===== src/rtl/qspi_pkg.sv =====
// -----------------------------------------------------------------------------
// qspi_pkg
// Shared definitions for the QSPI flash controller slice:
//   - SPI-NOR opcode constants
//   - cmd_cfg field offsets and the canned cfg words used by the sequencer
//   - status register bit indices
//   - seq_err completion codes
//   - a small command record plus a helper that maps a request op to its
//     main (write-class) command
// -----------------------------------------------------------------------------
package qspi_pkg;

    // Flash opcodes
    localparam logic [7:0] OP_WREN = 8'h06;
    localparam logic [7:0] OP_WRDI = 8'h04;
    localparam logic [7:0] OP_RDSR = 8'h05;
    localparam logic [7:0] OP_RDID = 8'h9F;
    localparam logic [7:0] OP_PP   = 8'h02;
    localparam logic [7:0] OP_READ = 8'h03;
    localparam logic [7:0] OP_SE   = 8'h20;
    localparam logic [7:0] OP_CE   = 8'hC7;

    // cmd_cfg field offsets
    localparam int unsigned CFG_CMD_LSB    = 0;   // [1:0]
    localparam int unsigned CFG_ADDR_LSB   = 2;   // [3:2]
    localparam int unsigned CFG_DATA_LSB   = 4;   // [5:4]
    localparam int unsigned CFG_ABYTES_LSB = 6;   // [7:6]
    localparam int unsigned CFG_MODE_EN    = 8;   // [8]
    localparam int unsigned CFG_DUMMY_LSB  = 9;   // [12:9]
    localparam int unsigned CFG_DIR        = 13;  // [13], 1 = read

    // Status register bits
    localparam int unsigned SR_WIP = 0;
    localparam int unsigned SR_WEL = 1;

    // Canned cfg words, all single-lane
    localparam logic [15:0] CFG_PLAIN = 16'h0000;
    localparam logic [15:0] CFG_READ  = 16'(1 << CFG_DIR);          // 0x2000
    localparam logic [15:0] CFG_ADDR3 = 16'(1 << CFG_ABYTES_LSB);   // 0x0040

    typedef enum logic [1:0] {
        SEQ_OK          = 2'd0,
        SEQ_ERR_WEL     = 2'd1,
        SEQ_ERR_TIMEOUT = 2'd2,
        SEQ_ERR_BADOP   = 2'd3
    } seq_err_e;

    typedef struct packed {
        logic [15:0] cfg;
        logic [7:0]  op;
        logic [31:0] len;
    } qspi_cmd_t;

    localparam qspi_cmd_t CMD_WREN = '{cfg: CFG_PLAIN, op: OP_WREN, len: 32'd0};
    localparam qspi_cmd_t CMD_RDSR = '{cfg: CFG_READ,  op: OP_RDSR, len: 32'd1};

    // Main command for a request op: 0 page program, 1 sector erase,
    // 2 chip erase. Op 3 never reaches here.
    function automatic qspi_cmd_t main_cmd(input logic [1:0] sel, input logic [31:0] pp_len);
        qspi_cmd_t c;
        case (sel)
            2'd0:    c = '{cfg: CFG_ADDR3, op: OP_PP, len: pp_len};
            2'd1:    c = '{cfg: CFG_ADDR3, op: OP_SE, len: 32'd0};
            default: c = '{cfg: CFG_PLAIN, op: OP_CE, len: 32'd0};
        endcase
        return c;
    endfunction

endpackage


===== src/rtl/qspi_flash_seq.sv =====
// -----------------------------------------------------------------------------
// qspi_flash_seq
// Command sequencer in front of qspi_fsm. One write-class request becomes
// WREN -> RDSR (WEL check) -> main command -> RDSR polling until WIP clears.
//
// Ports
//   clk, rst_n             clock, asynchronous active-low reset
//   req, req_op, req_addr, request pulse (IDLE only), op select, flash
//   req_len                address, page-program byte count
//   busy, seq_done,        sequence in flight, completion pulse, result code
//   seq_err, sr_last       and last captured status byte
//   start, cmd_cfg, cmd_op, command bundle to qspi_fsm (start pulses for one
//   cmd_addr, cmd_dummy,   cycle; cmd_* are held until the next issue)
//   cmd_len
//   done, rx_wen,          completion and RX byte stream from qspi_fsm
//   rx_data_fifo
// -----------------------------------------------------------------------------
module qspi_flash_seq
    import qspi_pkg::*;
#(
    parameter int unsigned POLL_MAX = 50000,
    parameter int unsigned POLL_GAP = 16
) (
    input  logic        clk,
    input  logic        rst_n,
    input  logic        req,
    input  logic [1:0]  req_op,
    input  logic [23:0] req_addr,
    input  logic [31:0] req_len,
    output logic        busy,
    output logic        seq_done,
    output logic [1:0]  seq_err,
    output logic [7:0]  sr_last,
    output logic        start,
    output logic [15:0] cmd_cfg,
    output logic [15:0] cmd_op,
    output logic [31:0] cmd_addr,
    output logic [7:0]  cmd_dummy,
    output logic [31:0] cmd_len,
    input  logic        done,
    input  logic        rx_wen,
    input  logic [7:0]  rx_data_fifo
);

    typedef enum logic [3:0] {
        IDLE, WREN, WREN_W, WEL, WEL_W, MAIN, MAIN_W, GAP, POLL, POLL_W, FIN
    } state_e;

    localparam logic [31:0] POLL_MAX_C = 32'(POLL_MAX);
    // A zero gap still spends one cycle in GAP
    localparam logic [31:0] GAP_LAST   = (POLL_GAP == 0) ? 32'd0 : 32'(POLL_GAP - 1);

    state_e      state_q, state_d;
    logic        busy_q, busy_d;
    logic        seq_done_q, seq_done_d;
    seq_err_e    err_q, err_d;
    logic [7:0]  sr_last_q, sr_last_d;
    logic        sr_got_q, sr_got_d;
    logic        start_q, start_d;
    logic [15:0] cmd_cfg_q, cmd_cfg_d;
    logic [7:0]  cmd_op_q, cmd_op_d;
    logic [31:0] cmd_addr_q, cmd_addr_d;
    logic [31:0] cmd_len_q, cmd_len_d;
    logic [1:0]  op_q, op_d;
    logic [23:0] addr_q, addr_d;
    logic [31:0] len_q, len_d;
    logic [31:0] poll_cnt_q, poll_cnt_d;
    logic [31:0] gap_cnt_q, gap_cnt_d;

    logic        issue;
    qspi_cmd_t   issue_cmd;
    logic [23:0] issue_addr;
    logic [7:0]  sr_now;

    always_comb begin
        state_d    = state_q;
        busy_d     = busy_q;
        seq_done_d = 1'b0;
        err_d      = err_q;
        sr_last_d  = sr_last_q;
        sr_got_d   = sr_got_q;
        start_d    = 1'b0;
        cmd_cfg_d  = cmd_cfg_q;
        cmd_op_d   = cmd_op_q;
        cmd_addr_d = cmd_addr_q;
        cmd_len_d  = cmd_len_q;
        op_d       = op_q;
        addr_d     = addr_q;
        len_d      = len_q;
        poll_cnt_d = poll_cnt_q;
        gap_cnt_d  = gap_cnt_q;
        issue      = 1'b0;
        issue_cmd  = CMD_WREN;
        issue_addr = addr_q;

        // First status byte of an RDSR wins; sr_now lets a byte arriving
        // together with done drive the decision in that same cycle.
        sr_now = sr_last_q;
        if ((state_q == WEL_W || state_q == POLL_W) && rx_wen && !sr_got_q) begin
            sr_now    = rx_data_fifo;
            sr_last_d = rx_data_fifo;
            sr_got_d  = 1'b1;
        end

        case (state_q)
            IDLE: begin
                if (req) begin
                    busy_d     = 1'b1;
                    err_d      = SEQ_OK;
                    poll_cnt_d = '0;
                    op_d       = req_op;
                    addr_d     = req_addr;
                    len_d      = req_len;
                    if (req_op == 2'd3) begin
                        err_d   = SEQ_ERR_BADOP;
                        state_d = FIN;
                    end else begin
                        issue      = 1'b1;
                        issue_cmd  = CMD_WREN;
                        issue_addr = req_addr;
                        state_d    = WREN;
                    end
                end
            end
            WREN:   state_d = WREN_W;
            WREN_W: begin
                if (done) begin
                    issue     = 1'b1;
                    issue_cmd = CMD_RDSR;
                    state_d   = WEL;
                end
            end
            WEL: begin
                sr_got_d = 1'b0;
                state_d  = WEL_W;
            end
            WEL_W: begin
                if (done) begin
                    if (!sr_now[SR_WEL]) begin
                        err_d   = SEQ_ERR_WEL;
                        state_d = FIN;
                    end else begin
                        issue     = 1'b1;
                        issue_cmd = main_cmd(op_q, len_q);
                        state_d   = MAIN;
                    end
                end
            end
            MAIN:   state_d = MAIN_W;
            MAIN_W: begin
                if (done) begin
                    gap_cnt_d = '0;
                    state_d   = GAP;
                end
            end
            GAP: begin
                if (gap_cnt_q >= GAP_LAST) begin
                    issue      = 1'b1;
                    issue_cmd  = CMD_RDSR;
                    poll_cnt_d = poll_cnt_q + 32'd1;
                    state_d    = POLL;
                end else begin
                    gap_cnt_d = gap_cnt_q + 32'd1;
                end
            end
            POLL: begin
                sr_got_d = 1'b0;
                state_d  = POLL_W;
            end
            POLL_W: begin
                if (done) begin
                    if (!sr_now[SR_WIP]) begin
                        err_d   = SEQ_OK;
                        state_d = FIN;
                    end else if (poll_cnt_q == POLL_MAX_C) begin
                        err_d   = SEQ_ERR_TIMEOUT;
                        state_d = FIN;
                    end else begin
                        gap_cnt_d = '0;
                        state_d   = GAP;
                    end
                end
            end
            FIN: begin
                busy_d     = 1'b0;
                seq_done_d = 1'b1;
                state_d    = IDLE;
            end
            default: state_d = IDLE;
        endcase

        // Every transition into an issue state loads the bundle and raises
        // start, so both appear registered in the issue cycle itself.
        if (issue) begin
            start_d    = 1'b1;
            cmd_cfg_d  = issue_cmd.cfg;
            cmd_op_d   = issue_cmd.op;
            cmd_len_d  = issue_cmd.len;
            cmd_addr_d = {8'h00, issue_addr};
        end
    end

    always_ff @(posedge clk or negedge rst_n) begin
        if (!rst_n) begin
            state_q    <= IDLE;
            busy_q     <= 1'b0;
            seq_done_q <= 1'b0;
            err_q      <= SEQ_OK;
            sr_last_q  <= '0;
            sr_got_q   <= 1'b0;
            start_q    <= 1'b0;
            cmd_cfg_q  <= '0;
            cmd_op_q   <= '0;
            cmd_addr_q <= '0;
            cmd_len_q  <= '0;
            op_q       <= '0;
            addr_q     <= '0;
            len_q      <= '0;
            poll_cnt_q <= '0;
            gap_cnt_q  <= '0;
        end else begin
            state_q    <= state_d;
            busy_q     <= busy_d;
            seq_done_q <= seq_done_d;
            err_q      <= err_d;
            sr_last_q  <= sr_last_d;
            sr_got_q   <= sr_got_d;
            start_q    <= start_d;
            cmd_cfg_q  <= cmd_cfg_d;
            cmd_op_q   <= cmd_op_d;
            cmd_addr_q <= cmd_addr_d;
            cmd_len_q  <= cmd_len_d;
            op_q       <= op_d;
            addr_q     <= addr_d;
            len_q      <= len_d;
            poll_cnt_q <= poll_cnt_d;
            gap_cnt_q  <= gap_cnt_d;
        end
    end

    assign busy      = busy_q;
    assign seq_done  = seq_done_q;
    assign seq_err   = err_q;
    assign sr_last   = sr_last_q;
    assign start     = start_q;
    assign cmd_cfg   = cmd_cfg_q;
    assign cmd_op    = {8'h00, cmd_op_q};
    assign cmd_addr  = cmd_addr_q;
    assign cmd_dummy = 8'h00;
    assign cmd_len   = cmd_len_q;

endmodule

===== config.mk =====
export PLATFORM = sky130hd
export DESIGN_NAME = qspi_flash_seq
export DESIGN_NICKNAME = d
export VERILOG_FILES = /design/src/rtl/qspi_pkg.sv /design/src/rtl/qspi_flash_seq.sv
export SDC_FILE = /design/constraint.sdc
export NUM_CORES = 1
export LEC_CHECK = 0
export ABC_AREA = 1
export CAP_MARGIN = 30
export CORE_MARGIN = 2
export CORE_UTILIZATION = 53
export CTS_CLUSTER_DIAMETER = 100
export CTS_CLUSTER_SIZE = 30
export DETAILED_ROUTE_END_ITERATION = 8
export PLACE_DENSITY = 0.86
export SLEW_MARGIN = 20
export SYNTH_ARGS = -nofsm -noshare
export SYNTH_HDL_FRONTEND = slang
export SYNTH_SLANG_ARGS = --single-unit

===== constraint.sdc =====
create_clock -name clk -period 2.4 [get_ports clk]
set_input_delay 0.48 -clock clk [delete_from_list [all_inputs] [get_ports clk]]
set_output_delay 0.48 -clock clk [all_outputs]
set_load 0.05 [all_outputs]

**Yosys cells after proc, flatten, opt, wreduce, memory -nomap -nowiden**

Cells that the tools add are included.

- Flip-flop bits (word level): 220
- Latch bits: 0
- Bits in writable memories: 0
- Bits in read-only memories: 0
- Bits of input ports: 71
- Output and inout bits: 117
- Memories kept: 0

- Add/sub/neg operators: 2
- Multiply operators: 0
- Divide/modulo/power cells: 0
- Order comparisons: 1
- Equality and inequality tests: 24
- Shift operators: 0
- Multiplexer cells: 51
- Bitwise logic cells: 0
- Reductions and logical operators: 18

Operator list:

| operator | count |
|---|---|
| $mux W32 | 7 |
| $pmux W54 S3 | 1 |
| $mux W54 | 2 |
| $pmux W32 S3 | 1 |
| $mux W47 | 2 |
| $pmux W47 S2 | 1 |
| $mux W24 | 3 |
| $add A32 B1 Y32 const B | 2 |
| $pmux W32 S2 | 1 |
| $mux W4 | 10 |
| $pmux W4 S10 | 1 |
| $eq A32 B16 Y1 const B | 1 |
| $ge A32 B4 Y1 const B | 1 |
| $ne A2 B2 Y1 const B | 10 |
| $reduce_and A6 Y1 | 3 |
| $eq A4 B3 Y1 const B | 4 |
| $mux W2 | 8 |
| $eq A4 B4 Y1 const B | 3 |
| $mux W1 | 11 |
| $eq A4 B2 Y1 const B | 2 |
| $pmux W2 S3 | 1 |
| $reduce_bool A2 Y1 | 3 |
| $reduce_bool A3 Y1 | 2 |
| $eq A4 B1 Y1 const B | 1 |
| 13 further kinds | 15 |

**Logic depth before layout (Yosys ltp)**

Gate-level depths: netlist of the first run.

- Depth after elaboration: 9
- Gate-level depth with buffers: 14
- Mapped depth without buffers: 13

**Worst setup path before layout of the first run**

OpenSTA, ideal clock, no wires.

- Path kind: reg2reg
- From: register gap_cnt_q[0]
- To: register cmd_addr_q[13], in the netlist cmd_addr[13]
- Arrival: 1821 ps
- Required time: 2282 ps
- Path slack: 461 ps
- Stages on the path, launching flop included: 13
- Path buffers: 1
- Period minus slack after synthesis: 1939 ps
- Cells stage by stage: dfrtp_1 > ha_1 > inv_1 > nor2_1 > nor2_1 > nand2_1 > o21ai_0 > nand2_1 > nor2_4 > nand2_2 > buf_2 > nand2_1 > nand2_1

- Longest elaborated chain between the ends: 3

Ends and longest elaborated chain:

| what | RTL line | text |
|---|---|---|
| from (decl) | qspi_flash_seq.sv:68 | `logic [31:0] gap_cnt_q, gap_cnt_d;` |
| from (signal assigned) | qspi_flash_seq.sv:237 | `gap_cnt_q <= gap_cnt_d;` |
| $ge A32 B4 Y1 | qspi_flash_seq.sv:157 | `if (gap_cnt_q >= GAP_LAST) begin` |
| $mux W1 | qspi_flash_seq.sv:157 |  |
| $pmux W1 S4 | qspi_flash_seq.sv:105 | `case (state_q)` |
| to (signal assigned) | qspi_flash_seq.sv:231 | `cmd_addr_q <= cmd_addr_d;` |
| to (decl) | qspi_flash_seq.sv:62 | `logic [31:0] cmd_addr_q, cmd_addr_d;` |

No other way between the ends.
A chain may end at the register's enable or synchronous reset.

**Final worst setup path of the first run**

- From: register err_q[0], in the netlist seq_err[0]
- To: output port seq_err[0]

RTL lines:

| what | RTL line | text |
|---|---|---|
| from (decl) | qspi_flash_seq.sv:56 | `seq_err_e err_q, err_d;` |
| from (signal assigned) | qspi_flash_seq.sv:225 | `err_q <= err_d;` |
| to (decl) | qspi_flash_seq.sv:32 | `output logic [1:0] seq_err,` |

No word-level cell between the ends.

==> impl_metrics.env, run 1 <==
export IMPL_grtUsageTotal=0.245
export IMPL_synth_area_mm2=0.00994
export IMPL_area_growth_pct=19.8
export IMPL_crit_slowest_cell="clkdlybuf4s50_1"
export IMPL_multi_input_area_mm2=0.00393
export IMPL_core_mm2=0.0186
export IMPL_synth_warnings=0
export IMPL_start_kind="flip-flop"
export IMPL_antenna_found_initial=0
export IMPL_fill_cells=1532
export IMPL_ctsHoldBuffers=0
export IMPL_post_route_period_util=0.933
export IMPL_drive_gt1_frac=0.0690
export IMPL_hold_ws_ns=-0.0178
export IMPL_vias=8559
export IMPL_dpl_cell_count=1568
export IMPL_n_antenna_cell=0
export IMPL_overflow=0
export IMPL_slew_violations=0
export IMPL_fmax_mhz=447
export IMPL_tightest_slew_ns=0.605
export IMPL_period_minus_slack_ns=2.24
export IMPL_grt_max_degree=65
export IMPL_drt_iter0_markers=669
export IMPL_drt_wirelength_per_cell_um=15.6
export IMPL_irDropWorstVdd_v=0.000769
export IMPL_worstPathRequired_ns=1.92
export IMPL_nNetsFinal=1421
export IMPL_crit_cells=1
export IMPL_synth_cell_type_count=35
export IMPL_io_pins=188
export IMPL_avgSynthCellArea_um2=8.20
export IMPL_cts_sinks=203
export IMPL_crit_type="reg2out"
export IMPL_finClkSkew_ns=0.0340
export IMPL_gp_congestion=0.927
export IMPL_design_area_mm2=0.0119
export IMPL_place_area_mm2=0.0116
export IMPL_slowest_delay_ns=0.84
export IMPL_hold_violations=33
export IMPL_grt_pass1_wl_um=40300
export IMPL_instances_no_fill=1581
export IMPL_violations="negative hold slack"
export IMPL_rsz0062_at_grt="true"
export IMPL_cts_reportedPaths_clkPinSlew_ns=0.11
export IMPL_postRouteAntennaNets=0
export IMPL_finalPower_mw=12.6
export IMPL_root_buffer="clkbuf_16"
export IMPL_dp_hpwl_um=17400
export IMPL_htreeDepth=1
export IMPL_die_x_um=141
export IMPL_power_density_mw_per_mm2=1060
export IMPL_hold_class="in2async"
export IMPL_vias_per_cell=5.41
export IMPL_first_pass_iters=6
export IMPL_relSlewSlack=0.595
export IMPL_rows=50
export IMPL_grt_pass1_vias=8292
export IMPL_drc=0
export IMPL_ys_ff_latch=203
export IMPL_cts_buffers_inserted=11
export IMPL_crit_family="buffers and inverters"
export IMPL_reg2reg_slack_ns=0.23
export IMPL_arrival_ns=1.76
export IMPL_crit_path_cell_trace="clkdlybuf4s50_1"
export IMPL_die_area_mm2=0.0199
export IMPL_register_area_mm2=0.00508
export IMPL_floorplan_initialDensity=0.535
export IMPL_reg2reg_depth=10
export IMPL_cts_buffer_depth=3
export IMPL_setup_violations=0
export IMPL_critPathCaptureType="output port"
export IMPL_path_max_fanout=2
export IMPL_netlist_instances=1212
export IMPL_status="finished with violations"
export IMPL_port_buffers=147
export IMPL_final_common_cell="nand2_1"
export IMPL_drt_total_wl_um=24600
export IMPL_final_cell_mix="nand2_1, dfrtp_1, clkdlybuf4s50_1, inv_1, nand3_1"
export IMPL_cts_tree="built"
export IMPL_clk_latency_ns=0.47
export IMPL_yosysSeqAreaShare=0.511
export IMPL_path_buf_inv=1
export IMPL_drv_cap=0
export IMPL_fp_dieH_um=141
export IMPL_cts_setup_buffers=0
export IMPL_leakagePower_nw=5.56
==> synth_stat cells (all sizes together) <==
master / number / area [µm²]
nor2: 112 / 528
o21ai: 101 / 505
clkbuf: 26 / 97.6
a21oi: 8 / 40.0
a21o: 4 / 30.0
inv: 124 / 465
mux2: 6 / 67.6
o21bai: 1 / 7.51
o31ai: 1 / 7.51
a211oi: 1 / 7.51
buf: 72 / 513
conb: 1 / 3.75
o211ai: 1 / 7.51
nand2: 322 / 1250
xor2: 5 / 43.8
or2: 2 / 12.5
dfrtp: 203 / 5080
nand3: 114 / 588
ha: 3 / 37.5
o22ai: 24 / 150
nor3: 19 / 106
nand4: 62 / 388
==> layer usage <==
layer / up-vias / global-route usage / share of wire
li1: 4110 / - / -
met1: 4065 / 0.331 / 0.42
met2: 329 / 0.408 / 0.48
met3: 55 / 0.0442 / 0.070
met4: 0 / 0.0758 / 0.031
met5: - / 0 / 0
==> path summary, 6_finish.rpt <==
| check | start | endpoint |
|---|---|---|
| worst max-delay path | seq_err[0] | seq_err[0] |
| worst max register to register | state_q[1] | cmd_addr[23] |
| min in group clk | len_q[7] | len_q[7] |
| worst min-delay path | rst_n | poll_cnt_q[28] |
| worst min register to register | len_q[7] | len_q[7] |
| max in group asynchronous | rst_n | cmd_len[7] |
==> state kept, by name, indices dropped and copies added (netlist names), 4 cells and up <==
signal,count
cmd_len,32
addr_q,24
state_q,4
len_q,32
poll_cnt_q,32
cmd_op_q,5
gap_cnt_q,32
cmd_addr,24
sr_last,8
==> metrics by stage <==
stage / TNS, ns / utilization / hold WS (ns) / setup slack [ns]
global route: -0.00956 / 0.641 / 0.00860 / -0.00551
floorplan: 0 / - / 0.184 / 0.461
detailed placement: 0 / 0.623 / 0.458 / 0.0635
finish: 0 / 0.641 / -0.0178 / 0.161
global placement: 0 / 0.623 / 0.454 / 0.182
CTS: 0 / 0.640 / 0.00182 / 0.148
==> where the power goes <==
part | switching [mW] | internal (mW) | leakage [nW]
clock | 1.14 | 0.870 | 0.153
combinational | 3.86 | 1.81 | 2.74
sequential | 0.546 | 4.37 | 2.67
==> layout make-up <==
type                            instances  share of cell area
Timing Repair Buffer                  181               0.153
Clock buffer                           11              0.0231
Tap cell                              234              0.0246
Inverter                              124              0.0391
Clock inverter                          2             0.00347
Sequential cell                       203               0.427
Multi-Input combinational cell        826               0.330
==> logic make-up (layout without fill, tap and decap cells) <==
family,count (synthesis),in the layout,share of synthesized area
simple gates,631,631,0.289
buf+inv,222,318,0.108
flops,203,203,0.511
compound gates,141,141,0.0761
mux,6,6,0.00680
xor+xnor,5,5,0.00441
fa+ha+maj,3,3,0.00378
other cells,1,40,0.000377
==> what timing repair did <==
action,in CTS,in global routing
gates resized for setup,0,3
endpoints found under the hold margin,0,0
endpoints found under the setup margin,0,40
(Power assumes the default switching activity.)
==> run 2: changes to the inputs <==
CORE_MARGIN = 8   (was 2)
==> run 2 against run 1 <==
  * The run now ends clean
  * Register-to-register slack improved by 0.02 ns
  * Worst setup slack improved by 0.018 ns
  * Sequential power barely moved
  * Routed wire length rose by 7.6%
  * Via count rose by 1.9%
  * Critical path depth did not move
  * Sequential cell count did not move
  * Power rose by 1.1%
  * Clock power fell by 5%
  * Non-clock buffer count rose by 11
  * Critical endpoint is now seq_err[1]
  * Largest cell class unchanged
  * Largest power group unchanged
==> impl_metrics.env, run 2 (same netlist as run 1, synthesis figures left out) <==
export IMPL_hold_violations=0
export IMPL_grtUsageTotal=0.221
export IMPL_arrival_ns=1.74
export IMPL_cts_tree="built"
export IMPL_drive_gt1_frac=0.0787
export IMPL_holdPathEnd="len_q[26]"
export IMPL_n_antenna_cell=0
export IMPL_cts_buffer_depth=3
export IMPL_slowest_delay_ns=0.89
export IMPL_crit_slowest_cell="clkdlybuf4s50_1"
export IMPL_cts_reportedPaths_clkPinSlew_ns=0.12
export IMPL_clk_latency_ns=0.46
export IMPL_critPathCaptureType="output port"
export IMPL_grt_pass1_wl_um=43400
export IMPL_r2r_end="gap_cnt_q[3]"
export IMPL_vias=8719
export IMPL_reg2reg_depth=13
export IMPL_core_mm2=0.0186
export IMPL_drt_iter0_markers=694
export IMPL_power_density_mw_per_mm2=1060
export IMPL_fill_cells=1492
export IMPL_area_growth_pct=21.0
export IMPL_crit_family="buffers and inverters"
export IMPL_leakagePower_nw=5.62
export IMPL_path_max_fanout=2
export IMPL_worstPathRequired_ns=1.92
export IMPL_crit_type="reg2out"
export IMPL_htreeDepth=1
export IMPL_drv_cap=0
export IMPL_fmax_mhz=450
export IMPL_fp_dieH_um=153
export IMPL_holdPathStages=2
export IMPL_slew_violations=0
export IMPL_drt_wirelength_per_cell_um=16.6
export IMPL_postRouteAntennaNets=0
export IMPL_root_buffer="clkbuf_16"
export IMPL_overflow=0
export IMPL_setup_violations=0
export IMPL_multi_input_area_mm2=0.00397
export IMPL_intPower_mw=7.09
export IMPL_nNetsFinal=1434
export IMPL_drc=0
export IMPL_p_comb_frac=0.464
export IMPL_crit_path_cell_trace="clkdlybuf4s50_1"
export IMPL_hold_ws_ns=0.486
export IMPL_tightest_slew_ns=0.608
export IMPL_hold_class="reg2reg"
export IMPL_port_buffers=147
export IMPL_sequentialPowerShare=0.386
export IMPL_start_kind="flip-flop"
export IMPL_path_buf_inv=1
export IMPL_grt_max_degree=68
export IMPL_reg2reg_from="state_q[2]"
export IMPL_io_pins=188
export IMPL_vias_per_cell=5.47
export IMPL_drt_total_wl_um=26500
export IMPL_period_minus_slack_ns=2.22
export IMPL_clkPwrFrac=0.150
export IMPL_p_switching_mw=5.64
export IMPL_grt_pass1_vias=8680
export IMPL_cts_sinks=203
export IMPL_finClkSkew_ns=0.0165
export IMPL_rsz0062_at_grt="false"
export IMPL_floorplan_initialDensity=0.535
export IMPL_irDropWorstVdd_v=0.000521
export IMPL_first_pass_iters=5
export IMPL_p_sw_frac=0.443
export IMPL_final_cell_mix="nand2_1, dfrtp_1, clkdlybuf4s50_1, inv_1, nand3_1"
export IMPL_register_area_mm2=0.00508
export IMPL_tns_ns=0
export IMPL_final_common_cell="nand2_1"
export IMPL_status="complete, no violations"
export IMPL_die_x_um=153
export IMPL_relSlewSlack=0.594
export IMPL_cts_buffers_inserted=10
export IMPL_reg2reg_slack_ns=0.25
export IMPL_antenna_found_initial=0
export IMPL_dp_hpwl_um=18700
export IMPL_rows=50
export IMPL_gp_congestion=0.903
export IMPL_post_route_period_util=0.925
export IMPL_hp_start="len_q[26]"
export IMPL_die_area_mm2=0.0234
-- run 2: cell types whose count changed in the layout (fill, tap and decap cells not counted), sizes merged --
cell and change:
buf +10, nor2 +3, clkinv -1, dlygate4sd3 +1
-- run 2: worst max-delay path by stage --
stage | endpoint | from | cells past startpoint | slack (ns)
6_report | seq_err[1] | seq_err[1] | 1 | 0.18
3_5_place_dp | cmd_addr[16] | gap_cnt_q[0] | 12 | -0.27
3_3_place_gp | cmd_addr[4] | gap_cnt_q[0] | 12 | -0.18
4_1_cts | cmd_addr[12] | gap_cnt_q[0] | 10 | 0.04
2_1_floorplan | cmd_addr[13] | gap_cnt_q[0] | 12 | 0.46
5_1_grt | gap_cnt_q[3] | state_q[2] | 13 | 0.06
-- run 2: cell type report --
| class | instances | area share |
|---|---|---|
| Multi-Input combinational cell | 829 | 0.331 |
| Clock buffer | 11 | 0.0229 |
| Timing Repair Buffer | 192 | 0.160 |
| Inverter | 124 | 0.0387 |
| Tap cell | 234 | 0.0244 |
| Sequential cell | 203 | 0.423 |
| Clock inverter | 1 | 0.000729 |
-- run 2: stage by stage --
| stage | std cells | worst slack [ns] | util | cell area (µm²) | total power [mW] |
|---|---|---|---|---|---|
| final | 1594 | 0.179 | 0.647 | 12000 | 12.7 |
| after global routing | 1594 | 0.0647 | 0.647 | 12000 | 13.5 |
| after CTS | 1591 | 0.0376 | 0.644 | 12000 | 12.7 |
| after detailed placement | 1573 | -0.270 | 0.626 | 11600 | 10.7 |
| after global placement | 1573 | -0.179 | 0.626 | 11600 | 10.5 |
| after floorplan | 1251 | 0.461 | - | 10100 | 8.83 |
-- run 2: layer usage --
layer,track usage,vias to the layer above,wire (µm)
met2,0.371,369,12600
met3,0.0460,52,2010
li1,-,4131,-
met4,0.0646,0,709
met5,0,-,0
met1,0.285,4167,11100
-- run 2: power groups by stage --
stage,Sequential [mW],Combinational (mW),Clock [mW]
after floorplan,6.01,2.82,0
after global placement,4.94,5.56,0
after detailed placement,4.97,5.72,0
after CTS,4.91,5.85,1.94
after global routing,5.02,6.41,2.04
final,4.92,5.91,1.91
-- run 2: timing repair --
action                                 in CTS  in global routing
endpoints found under the hold margin      45                  0
pin swaps                                   1                  2
cloned                                      2                  1
gates resized for setup                     1                  7
hold buffers                                1                  0
setup buffers                               3                  2
setup endpoints to repair                  64                 73
==> run 3: changes to the inputs <==
ABC_AREA = unset   (was 1)
CORE_UTILIZATION = 51   (was 53)
PLACE_DENSITY = 0.85   (was 0.86)
==> run 3 against run 2 <==
  * Clock power barely moved
  * Clock skew fell by 0.0020 ns
  * Power grew 4.3%
==> impl_metrics.env, run 3 <==
export IMPL_status="complete, no violations"
export IMPL_synth_top_area_cell="dfrtp_1"
export IMPL_drive_gt1_frac=0.0954
export IMPL_final_common_cell="nand2_1"
export IMPL_path_buf_inv=0
export IMPL_synth_compound_area_frac=0.0968
export IMPL_vias_per_cell=5.39
export IMPL_synth_common_cells="nand2_1, dfrtp_1, nor2_1"
export IMPL_clk_latency_ns=0.47
export IMPL_nNetsFinal=1142
export IMPL_cts_buffers_inserted=10
export IMPL_relSlewSlack=0.611
export IMPL_reg2reg_slack_ns=0.15
export IMPL_overflow=0
export IMPL_yosys_area_share_adder=0.00415
export IMPL_post_route_period_util=0.937
export IMPL_p_switching_mw=5.67
export IMPL_die_x_um=149
export IMPL_avgSynthCellArea_um2=10.1
export IMPL_dp_hpwl_um=15900
export IMPL_root_buffer="clkbuf_16"
export IMPL_synth_area_mm2=0.00905
export IMPL_slew_violations=0
export IMPL_synth_main_ff_cell="dfrtp_1"
export IMPL_ys_ff_latch=203
export IMPL_worstPathRequired_ns=2.77
export IMPL_drv_cap=0
export IMPL_fp_dieH_um=149
export IMPL_reg2reg_depth=7
export IMPL_area_growth_pct=24.9
export IMPL_final_cell_mix="nand2_1, dfrtp_1, clkdlybuf4s50_1, nor2_1, buf_4"
export IMPL_start_kind="flip-flop"
export IMPL_period_minus_slack_ns=2.25
export IMPL_synth_xor_area_frac=0.0290
export IMPL_crit_slowest_cell="dfrtp_1"
export IMPL_holdPathEnd="len_q[2]"
export IMPL_holdPathStages=2
export IMPL_intPower_mw=7.61
export IMPL_drt_iter0_markers=508
export IMPL_n_antenna_cell=0
export IMPL_p_comb_frac=0.470
export IMPL_synth_edff_count=0
export IMPL_critPathCaptureType="flip-flop"
export IMPL_slowest_delay_ns=0.46
export IMPL_r2r_end="seq_err[1]"
export IMPL_synth_top_area_share=0.561
export IMPL_synth_async_sr_flop_share=1.00
export IMPL_cts_buffer_depth=3
export IMPL_drt_wirelength_per_cell_um=16.8
export IMPL_antenna_found_initial=0
export IMPL_tightest_slew_ns=0.582
export IMPL_synth_area_top_cells="dfrtp_1, nand2_1, buf_4"
export IMPL_rows=48
export IMPL_cts_tree="built"
export IMPL_yosysMostFrequentCell="nand2_1"
export IMPL_synth_top_family_by_area="simple AND/OR/NAND/NOR gates"
export IMPL_gp_congestion=0.883
export IMPL_port_buffers=147
export IMPL_synth_cell_type_count=64
export IMPL_synth_warnings=0
export IMPL_synth_mux_area_frac=0.0389
export IMPL_drc=0
export IMPL_grt_pass1_wl_um=36000
export IMPL_p_sw_frac=0.427
export IMPL_fmax_mhz=445
export IMPL_hold_violations=0
export IMPL_postRouteAntennaNets=0
export IMPL_netlist_instances=899
export IMPL_arrival_ns=2.62
export IMPL_dpl_cell_count=1279
export IMPL_htreeDepth=1
export IMPL_io_pins=188
export IMPL_clkPwrFrac=0.142
export IMPL_drt_total_wl_um=21800
export IMPL_hold_class="reg2reg"
export IMPL_grtUsageTotal=0.195
export IMPL_power_density_mw_per_mm2=1180
export IMPL_setup_violations=0
export IMPL_hp_start="len_q[2]"
export IMPL_path_max_fanout=3
export IMPL_finClkSkew_ns=0.0145
export IMPL_cts_sinks=203
export IMPL_reg2reg_from="state_q[1]"
export IMPL_crit_family="simple AND/OR/NAND/NOR gates"
export IMPL_grt_max_degree=55
export IMPL_core_mm2=0.0173
export IMPL_grt_pass1_vias=7125
export IMPL_yosys_area_share_simple=0.206
export IMPL_yosysSeqAreaShare=0.561
export IMPL_leakagePower_nw=5.58
export IMPL_crit_type="reg2reg"
export IMPL_hold_ws_ns=0.486
export IMPL_vias=6973
export IMPL_irDropWorstVdd_v=0.000876
export IMPL_die_area_mm2=0.0223
export IMPL_floorplan_initialDensity=0.523
export IMPL_cts_reportedPaths_clkPinSlew_ns=0.12
export IMPL_rsz0062_at_grt="false"
export IMPL_instances_no_fill=1294
export IMPL_utilization=0.653
export IMPL_crit_path_cell_trace="nor3b_2 -> a21bo_1 -> nor2b_1 -> or3_4 -> nor3_2 -> a311o_1 -> mux2_1"
export IMPL_first_pass_iters=4
export IMPL_sequentialPowerShare=0.388
-- run 3: cell types whose count changed after synthesis, sizes merged, moves of 14 or more --
cell | previous run | this run
nand2 | 322 | 227
and2 | 0 | 20
buf | 72 | 58
and3 | 0 | 15
a22o | 0 | 34
o22ai | 24 | 2
xor2 | 5 | 26
o21ai | 101 | 36
mux2i | 0 | 25
nand3 | 114 | 24
inv | 124 | 16
nor4 | 0 | 14
nand4 | 62 | 18
nor2 | 112 | 59
-- run 3: cell type report --
type                    instances  area, µm²
repair buffers                204       1990
multi-input cells             633       3600
clock inverters                 1       8.76
inverters                      16       60.1
well taps                     225        282
flip-flops and latches        203       5080
clock buffers                  12        279
fillers                      1371       6000
-- run 3: layer usage --
metal / up-vias / wire length [µm] / GRT usage
li1: 3289 / - / -
met1: 3440 / 9150 / 0.257
met2: 216 / 10800 / 0.334
met3: 28 / 1450 / 0.0303
met4: 0 / 381 / 0.0454
met5: - / 0 / 0
-- run 3: tightest hold or removal path: cells and delay by family (launching register included) --
family	cells	cell delay, ns
DFF	1	0.36
and+or+nand+nor	2	0.10
-- run 3: power by group through the flow --
stage / sequential [mW] / combinational, mW / clock [mW]
floorplan: 6.60 / 2.58 / 0
global placement: 5.15 / 6.07 / 0
detailed placement: 5.20 / 6.20 / 0
CTS: 5.15 / 6.29 / 1.92
global route: 5.27 / 6.70 / 2.06
finish: 5.15 / 6.24 / 1.89
-- run 3: cell families (layout without fill, tap and decap cells) --
| group | count (synthesis) | in the layout |
|---|---|---|
| buffers and inverters | 102 | 233 |
| XOR/XNOR | 30 | 30 |
| AO/OA/AOI/OAI | 120 | 120 |
| other | 1 | 40 |
| flip-flops | 203 | 203 |
| multiplexers | 34 | 34 |
| adder cells (fa/ha/maj) | 3 | 3 |
| AND/OR/NAND/NOR | 406 | 406 |
-- run 3: repair_timing --
action / CTS / global route
gates resized for setup: 7 / 3
cloned: 0 / 0
endpoints found under the setup margin: 2 / 29
buffers inserted: 1 / 0
hold buffers: 1 / 0
hold endpoints to repair: 50 / 0
pin swaps: 3 / 1
-- run 3: metrics by stage --
stage                     instance area [µm²]  power (mW)  worst slack [ns]  TNS (ns)
after global placement                  11000        11.2            -0.267    -16.16
after detailed placement                11000        11.4            -0.324    -20.50
after global routing                    11300        14.0           0.00418         0
after CTS                               11300        13.4          -0.00499  -0.00706
final                                   11300        13.3             0.152         0
after floorplan                          9190        9.18             0.184         0
-- run 3: how the worst max path moves through the flow --
stage	end	cells past startpoint	slack, ns	start
after floorplan	seq_err[0]	7	0.18	rx_wen
after global placement	seq_err[1]	8	-0.27	rx_wen
after detailed placement	seq_err[1]	8	-0.32	rx_wen
after CTS	seq_err[1]	10	-0.005	poll_cnt_q[0]
after global routing	gap_cnt_q[29]	8	0.004	gap_cnt_q[18]
final	seq_err[1]	7	0.15	state_q[1]
